==> src/rtl/ob_pkg.sv <==
// Shared constants and FSM state type for the order book engine.
package ob_pkg;

    localparam logic SIDE_BUY  = 1'b0;
    localparam logic SIDE_SELL = 1'b1;

    typedef enum logic {
        IDLE = 1'b0,
        EXEC = 1'b1
    } state_t;

endpackage

==> src/rtl/ob_side.sv <==
// One side of the book: a price-sorted shift array of resting unit orders.
// Slots at index >= count are always zero, so the head reads 0 when the side is empty.
module ob_side #(
    parameter int PRICE_W    = 8,
    parameter int DEPTH      = 8,
    parameter bit DESCENDING = 1'b1,
    parameter int CNT_W      = $clog2(DEPTH + 1)
) (
    input  logic               clk,
    input  logic               reset,
    input  logic               clear,
    input  logic               insert,
    input  logic               pop,
    input  logic [PRICE_W-1:0] ins_price,
    output logic [PRICE_W-1:0] head,
    output logic               valid,
    output logic [CNT_W-1:0]   count,
    output logic               full
);

    logic [DEPTH-1:0][PRICE_W-1:0] arr_q;
    logic [DEPTH-1:0][PRICE_W-1:0] arr_d;
    logic [CNT_W-1:0]              count_q;
    logic [CNT_W-1:0]              count_d;
    logic [DEPTH-1:0]              ahead;
    logic                          do_pop;
    logic                          do_ins;

    assign full   = (count_q == CNT_W'(DEPTH));
    assign do_pop = pop && (count_q != '0);
    assign do_ins = insert && !full;

    genvar gi;
    generate
        for (gi = 0; gi < DEPTH; gi++) begin : g_slot
            logic [PRICE_W-1:0] prev_w;
            logic [PRICE_W-1:0] next_w;
            logic               prev_ahead;

            // Equal prices stay ahead of the newcomer, giving time priority.
            if (DESCENDING) begin : g_desc
                assign ahead[gi] = (CNT_W'(gi) < count_q) && (arr_q[gi] >= ins_price);
            end else begin : g_asc
                assign ahead[gi] = (CNT_W'(gi) < count_q) && (arr_q[gi] <= ins_price);
            end

            if (gi == 0) begin : g_first
                assign prev_w     = '0;
                assign prev_ahead = 1'b1;
            end else begin : g_rest
                assign prev_w     = arr_q[gi-1];
                assign prev_ahead = ahead[gi-1];
            end

            if (gi == DEPTH - 1) begin : g_last
                assign next_w = '0;
            end else begin : g_inner
                assign next_w = arr_q[gi+1];
            end

            assign arr_d[gi] = clear      ? '0 :
                               do_pop     ? next_w :
                               !do_ins    ? arr_q[gi] :
                               ahead[gi]  ? arr_q[gi] :
                               prev_ahead ? ins_price : prev_w;
        end
    endgenerate

    always_comb begin
        count_d = count_q;
        if (clear) begin
            count_d = '0;
        end else if (do_pop) begin
            count_d = count_q - CNT_W'(1);
        end else if (do_ins) begin
            count_d = count_q + CNT_W'(1);
        end
    end

    always_ff @(posedge clk) begin
        if (reset) begin
            arr_q   <= '0;
            count_q <= '0;
        end else begin
            arr_q   <= arr_d;
            count_q <= count_d;
        end
    end

    assign head  = arr_q[0];
    assign valid = (count_q != '0);
    assign count = count_q;

endmodule

==> src/rtl/order_book_engine.sv <==
// Unit-order matching engine: accepts one order per handshake, then either hits
// the best opposite level or rests it in price-time order on its own side.
module order_book_engine
    import ob_pkg::*;
#(
    parameter int PRICE_W = 8,
    parameter int DEPTH   = 8,
    parameter int CNT_W   = $clog2(DEPTH + 1)
) (
    input  logic               clk,
    input  logic               reset,
    input  logic               in_valid,
    output logic               in_ready,
    input  logic               in_side,
    input  logic [PRICE_W-1:0] in_price,
    input  logic               halt,
    input  logic               flush,
    output logic               trade_valid,
    output logic [PRICE_W-1:0] trade_price,
    output logic               trade_side,
    output logic               reject,
    output logic [PRICE_W-1:0] best_bid,
    output logic [PRICE_W-1:0] best_ask,
    output logic               bid_valid,
    output logic               ask_valid,
    output logic [CNT_W-1:0]   bid_count,
    output logic [CNT_W-1:0]   ask_count,
    output logic [PRICE_W-1:0] spread
);

    state_t             state_q, state_d;
    logic               side_q, side_d;
    logic [PRICE_W-1:0] price_q, price_d;
    logic               trade_valid_q, trade_valid_d;
    logic [PRICE_W-1:0] trade_price_q, trade_price_d;
    logic               trade_side_q, trade_side_d;
    logic               reject_q, reject_d;

    logic               bid_clear, bid_insert, bid_pop, bid_full;
    logic               ask_clear, ask_insert, ask_pop, ask_full;
    logic [PRICE_W-1:0] bid_head, ask_head;
    logic               bid_nonempty, ask_nonempty;
    logic               cross_buy, cross_sell;

    ob_side #(
        .PRICE_W   (PRICE_W),
        .DEPTH     (DEPTH),
        .DESCENDING(1'b1),
        .CNT_W     (CNT_W)
    ) u_bids (
        .clk      (clk),
        .reset    (reset),
        .clear    (bid_clear),
        .insert   (bid_insert),
        .pop      (bid_pop),
        .ins_price(price_q),
        .head     (bid_head),
        .valid    (bid_nonempty),
        .count    (bid_count),
        .full     (bid_full)
    );

    ob_side #(
        .PRICE_W   (PRICE_W),
        .DEPTH     (DEPTH),
        .DESCENDING(1'b0),
        .CNT_W     (CNT_W)
    ) u_asks (
        .clk      (clk),
        .reset    (reset),
        .clear    (ask_clear),
        .insert   (ask_insert),
        .pop      (ask_pop),
        .ins_price(price_q),
        .head     (ask_head),
        .valid    (ask_nonempty),
        .count    (ask_count),
        .full     (ask_full)
    );

    assign cross_buy  = (side_q == SIDE_BUY)  && ask_nonempty && (price_q >= ask_head);
    assign cross_sell = (side_q == SIDE_SELL) && bid_nonempty && (price_q <= bid_head);

    always_comb begin
        state_d       = state_q;
        side_d        = side_q;
        price_d       = price_q;
        trade_valid_d = 1'b0;
        trade_price_d = '0;
        trade_side_d  = 1'b0;
        reject_d      = 1'b0;
        bid_clear     = 1'b0;
        bid_insert    = 1'b0;
        bid_pop       = 1'b0;
        ask_clear     = 1'b0;
        ask_insert    = 1'b0;
        ask_pop       = 1'b0;
        in_ready      = (state_q == IDLE) && !halt && !flush && !reset;

        // Flush outranks an order in flight; the pending order vanishes silently.
        if (flush) begin
            bid_clear = 1'b1;
            ask_clear = 1'b1;
            state_d   = IDLE;
        end else begin
            case (state_q)
                IDLE: begin
                    if (in_valid && in_ready) begin
                        side_d  = in_side;
                        price_d = in_price;
                        state_d = EXEC;
                    end
                end
                EXEC: begin
                    state_d = IDLE;
                    if (cross_buy) begin
                        ask_pop       = 1'b1;
                        trade_valid_d = 1'b1;
                        trade_price_d = ask_head;
                        trade_side_d  = SIDE_BUY;
                    end else if (cross_sell) begin
                        bid_pop       = 1'b1;
                        trade_valid_d = 1'b1;
                        trade_price_d = bid_head;
                        trade_side_d  = SIDE_SELL;
                    end else if (side_q == SIDE_BUY) begin
                        if (bid_full) reject_d   = 1'b1;
                        else          bid_insert = 1'b1;
                    end else begin
                        if (ask_full) reject_d   = 1'b1;
                        else          ask_insert = 1'b1;
                    end
                end
                default: state_d = IDLE;
            endcase
        end
    end

    always_ff @(posedge clk) begin
        if (reset) begin
            state_q       <= IDLE;
            side_q        <= 1'b0;
            price_q       <= '0;
            trade_valid_q <= 1'b0;
            trade_price_q <= '0;
            trade_side_q  <= 1'b0;
            reject_q      <= 1'b0;
        end else begin
            state_q       <= state_d;
            side_q        <= side_d;
            price_q       <= price_d;
            trade_valid_q <= trade_valid_d;
            trade_price_q <= trade_price_d;
            trade_side_q  <= trade_side_d;
            reject_q      <= reject_d;
        end
    end

    assign trade_valid = trade_valid_q;
    assign trade_price = trade_price_q;
    assign trade_side  = trade_side_q;
    assign reject      = reject_q;
    assign best_bid    = bid_head;
    assign best_ask    = ask_head;
    assign bid_valid   = bid_nonempty;
    assign ask_valid   = ask_nonempty;
    // The book can never lock or cross, so this difference is never negative.
    assign spread      = (bid_nonempty && ask_nonempty) ? (ask_head - bid_head) : '0;

endmodule

==> config.mk <==
export PLATFORM = sky130hd
export DESIGN_NAME = order_book_engine
export DESIGN_NICKNAME = d
export VERILOG_FILES = /design/src/rtl/ob_pkg.sv /design/src/rtl/ob_side.sv /design/src/rtl/order_book_engine.sv
export SDC_FILE = /design/constraint.sdc
export NUM_CORES = 1
export LEC_CHECK = 0
export CAP_MARGIN = 10
export CORE_ASPECT_RATIO = 0.6
export CORE_MARGIN = 2
export CORE_UTILIZATION = 45
export DETAILED_ROUTE_END_ITERATION = 8
export GPL_TIMING_DRIVEN = 0
export PLACE_DENSITY = 0.65
export SYNTH_ARGS = -nofsm -noshare
export SYNTH_HDL_FRONTEND = slang
export SYNTH_SLANG_ARGS = --single-unit
==> constraint.sdc <==
create_clock -name clk -period 3.14 [get_ports clk]
set_input_delay 0.471 -clock clk [delete_from_list [all_inputs] [get_ports clk]]
set_output_delay 0.471 -clock clk [all_outputs]
set_load 0.05 [all_outputs]
==> reports/metrics.yaml <==
status: "finished, violations left"
violations: "negative setup slack"
avgSynthCellArea_um2: 8.44
yosys.area_share.simple_pct: 15.0
overflow: 0
ir_drop_mv: 0.289
syn_nets: 1500
clk_latency_ps: 450
ios: 60
grt_setup_unrepaired: "yes"
combPwrFrac_pct: 9.0
dp_cells: 1725
ys_top_cells_by_area: "dfxtp_1, ha_1, mux2i_1, a21oi_1, nand2_1"
cp_slowest_cell: "dfxtp_4"
end_kind: "flop"
vias: 11903
synth_edf_count: 0
ys_ff_latch: 157
synth.mux.area_fraction_pct: 6.80
grt_usage_pct: 33.1
synth_top_area_cell: "dfxtp_1"
drv_cap: 0
seqPwrFrac_pct: 44.5
switchingPower_mw: 1.22
routed-wl-met2_um: 17000
synthMostInstantiatedCell: "dfxtp_1"
crit_chain: "clkinvlp_4 -> buf_4 -> ha_1 -> nand4_1 -> or2_1 -> and2_4 -> buf_6 -> nor4_2 -> buf_4 -> buf_2 -> nand2_1 -> o221ai_1"
grt_pass1_wl_um: 66500
drive_gt1_share_pct: 16.0
period_share_pct: 100
post_dp_cell_area_um2: 12300
holdCritPathClass: "reg2reg"
clockPowerShare_pct: 46.5
switching_share_pct: 27.0
synth_top_area_share_pct: 27.7
critical_path.reg2reg.startpoint: "price_q[6]"
row_count: 44
gp_congestion: 0.924
yosysWarnings: 0
cts_buffers: 17
power.total_mw: 4.51
drtPass1Iterations: 6
ys_types: 75
grt_pass1_vias: 10800
nNetsFinal: 1621
setup_ws_ps: -11.5
whs_ps: 475
cts-root-buf: "clkbuf_16"
async_flop_share_pct: 0
rrSetupSlack_ps: -10
synth_cells: 1344
finalClockSkew_ps: 13.0
areaGrowthSynthToFinish_pct: 20.9
slew_violations: 0
start_util_pct: 46.4
synth_top_family_by_area: "compound AO/OA/AOI/OAI gates"
h-tree-depth: 4
cpMostUsedCell: "buf_4"
cts_tree: "done"
io_buffers: 59
synthAdderAreaFrac_pct: 15.7
critical_path_class: "reg2reg"
ant_nets: 0
final-setup-viol-count: 1
crit_start: "price_q[6]"
grt_max_degree: 18
ys_top_cells_by_count: "dfxtp_1, ha_1, nand2_1"
intPower_mw: 3.29
syn_area_um2: 11300
max_slew_margin_pct: 25.7
cp.arrival_ps: 3520
coreArea_um2: 24400
top_layer_used: "met4"
clock_sinks: 157
dr.first_iter.drc_count: 1681
synth_compound_area_share_pct: 28.0
fin_area_um2: 13700
die-area_um2: 26500
min_from: "u_bids.g_slot[1].next_w[0]"
via_per_inst: 6.61
dr_wl_met3_um: 6670
startpoint_type: "flop"
synth_ff_type: "dfxtp_1"
clock_path_buffers: 2
die_w_um: 209
wl_per_cell_um: 25.0
clkTransAtPathRegs_ps: 70
layout.cells.non_filler: 1801
fill_cells: 2213
fp.dieH_um: 127
totalWireLength_um: 45000
worst-path-max-fanout: 10
leakagePower_nw: 5.13
dp_hpwl_um: 31500
synth_xor_area_share_pct: 0.309
post-route-drc-count: 0
period_needed_ps: 3150
cellPowerDensity_nw_per_um2: 329
synth-seq-area-share_pct: 27.7
hold_viol: 0
cpPeakStageDelay_ps: 480
worstPathRequired_ps: 3510
met1_length_um: 20500
antenna_found_initial: 2
fmax_ghz: 0.317
worst_pin_slew_ps: 1110
-- power groups by stage --
stage / Clock, mW / Sequential, mW / Combinational [mW]
detailed placement: 0 / 2.05 / 0.332
floorplan: 0 / 2.05 / 0.209
global route: 2.17 / 2.00 / 0.425
finish: 2.10 / 2.00 / 0.406
global placement: 0 / 2.05 / 0.324
CTS: 2.09 / 2.01 / 0.364
-- cells in the final DEF, fill, tap and decap left out, types with 10 or more instances in the layout --
| cell | Yosys | layout |
|---|---|---|
| a221o_1 | 16 | 16 |
| buf_4 | 2 | 62 |
| a211oi_1 | 29 | 29 |
| clkbuf_2 | 0 | 12 |
| clkinvlp_4 | 0 | 10 |
| o21a_1 | 14 | 11 |
| ha_1 | 141 | 141 |
| o21ai_0 | 43 | 41 |
| nor2_1 | 44 | 40 |
| o31ai_1 | 15 | 15 |
| and3_1 | 21 | 20 |
| o211ai_1 | 56 | 56 |
| a21o_1 | 10 | 10 |
| o2111ai_1 | 10 | 10 |
| dfxtp_1 | 157 | 141 |
| clkbuf_16 | 0 | 17 |
| nand3_1 | 30 | 28 |
| nor3_1 | 39 | 35 |
| nor2b_1 | 13 | 13 |
| mux2i_1 | 76 | 75 |
| clkbuf_1 | 50 | 26 |
| nand2_1 | 125 | 123 |
| nand2b_1 | 12 | 12 |
| a21oi_1 | 119 | 113 |
| nand4_1 | 25 | 25 |
| o221ai_1 | 48 | 48 |
| inv_1 | 90 | 81 |
| clkdlybuf4s50_1 | 0 | 49 |
| buf_2 | 28 | 18 |
-- worst max-delay path, delay by kind of cell, from the launching register on --
| family | cells | cell delay [ps] |
|---|---|---|
| AO/OA/AOI/OAI | 1 | 100 |
| adder cells (fa/ha/maj) | 1 | 310 |
| buffers and inverters | 5 | 1000 |
| flip-flops | 1 | 480 |
| AND/OR/NAND/NOR | 5 | 1170 |
-- layout make-up --
type / instances / area [um2] / share of cell area [%]
Clock inverter: 11 / 106 / 0.775
Sequential cell: 157 / 3190 / 23.2
Multi-Input combinational cell: 1007 / 7720 / 56.3
Buffer: 71 / 384 / 2.80
Timing Repair Buffer: 118 / 1060 / 7.74
Inverter: 93 / 378 / 2.75
Antenna cell: 1 / 2.50 / 0.0182
Clock buffer: 21 / 470 / 3.43
Tap cell: 322 / 403 / 2.94
-- state kept, by name, summed over array words and instances (netlist names) --
name	count
trade_valid	1
u_asks.g_slot.next_w	56
trade_price	8
side_q	1
u_bids.g_slot.next_w	56
u_asks.count	4
u_bids.head	8
trade_side	1
reject	1
state_q	1
price_q	8
u_asks.head	8
u_bids.count	4
-- repair_timing --
item,in CTS,in global routing
buffers inserted,40,18
resized for setup,106,68
endpoints found under the setup margin,157,150
pin swaps,8,13
hold buffers,0,0
hold endpoints to repair,0,0
-- through the flow --
step                TNS, ps  utilization, %  setup slack, ps
detailed placement  -158600            50.5            -1360
CTS                       0            54.9            0.252
finish                -11.5            56.1            -11.5
floorplan              -511               -             -254
global route           -174            56.1            -43.3
global placement    -155480            50.5            -1420
-- final timing paths --
kind	endpoint	cells after the start
worst max-delay path	u_asks.g_slot[1].next_w[4]	12
worst min-delay path	u_bids.g_slot[0].next_w[0]	2
worst max register to register	u_asks.g_slot[1].next_w[4]	12
worst min register to register	u_bids.g_slot[0].next_w[0]	2
-- kinds of logic after synthesis --
kind of cell | count (synthesis)
DFF | 157
AOI/OAI and AO/OA | 438
adders and majority gates | 142
and+or+nand+nor | 346
buffers and inverters | 180
xor gates and xnor gates | 4
muxes | 77
-- routing by layer --
layer	GRT usage (%)	vias up
li1	-	5356
met1	50.6	5648
met2	43.7	818
met3	10.3	81
met4	9.24	0
met5	0	-
Note: power is estimated with default switching activity, not from simulation.
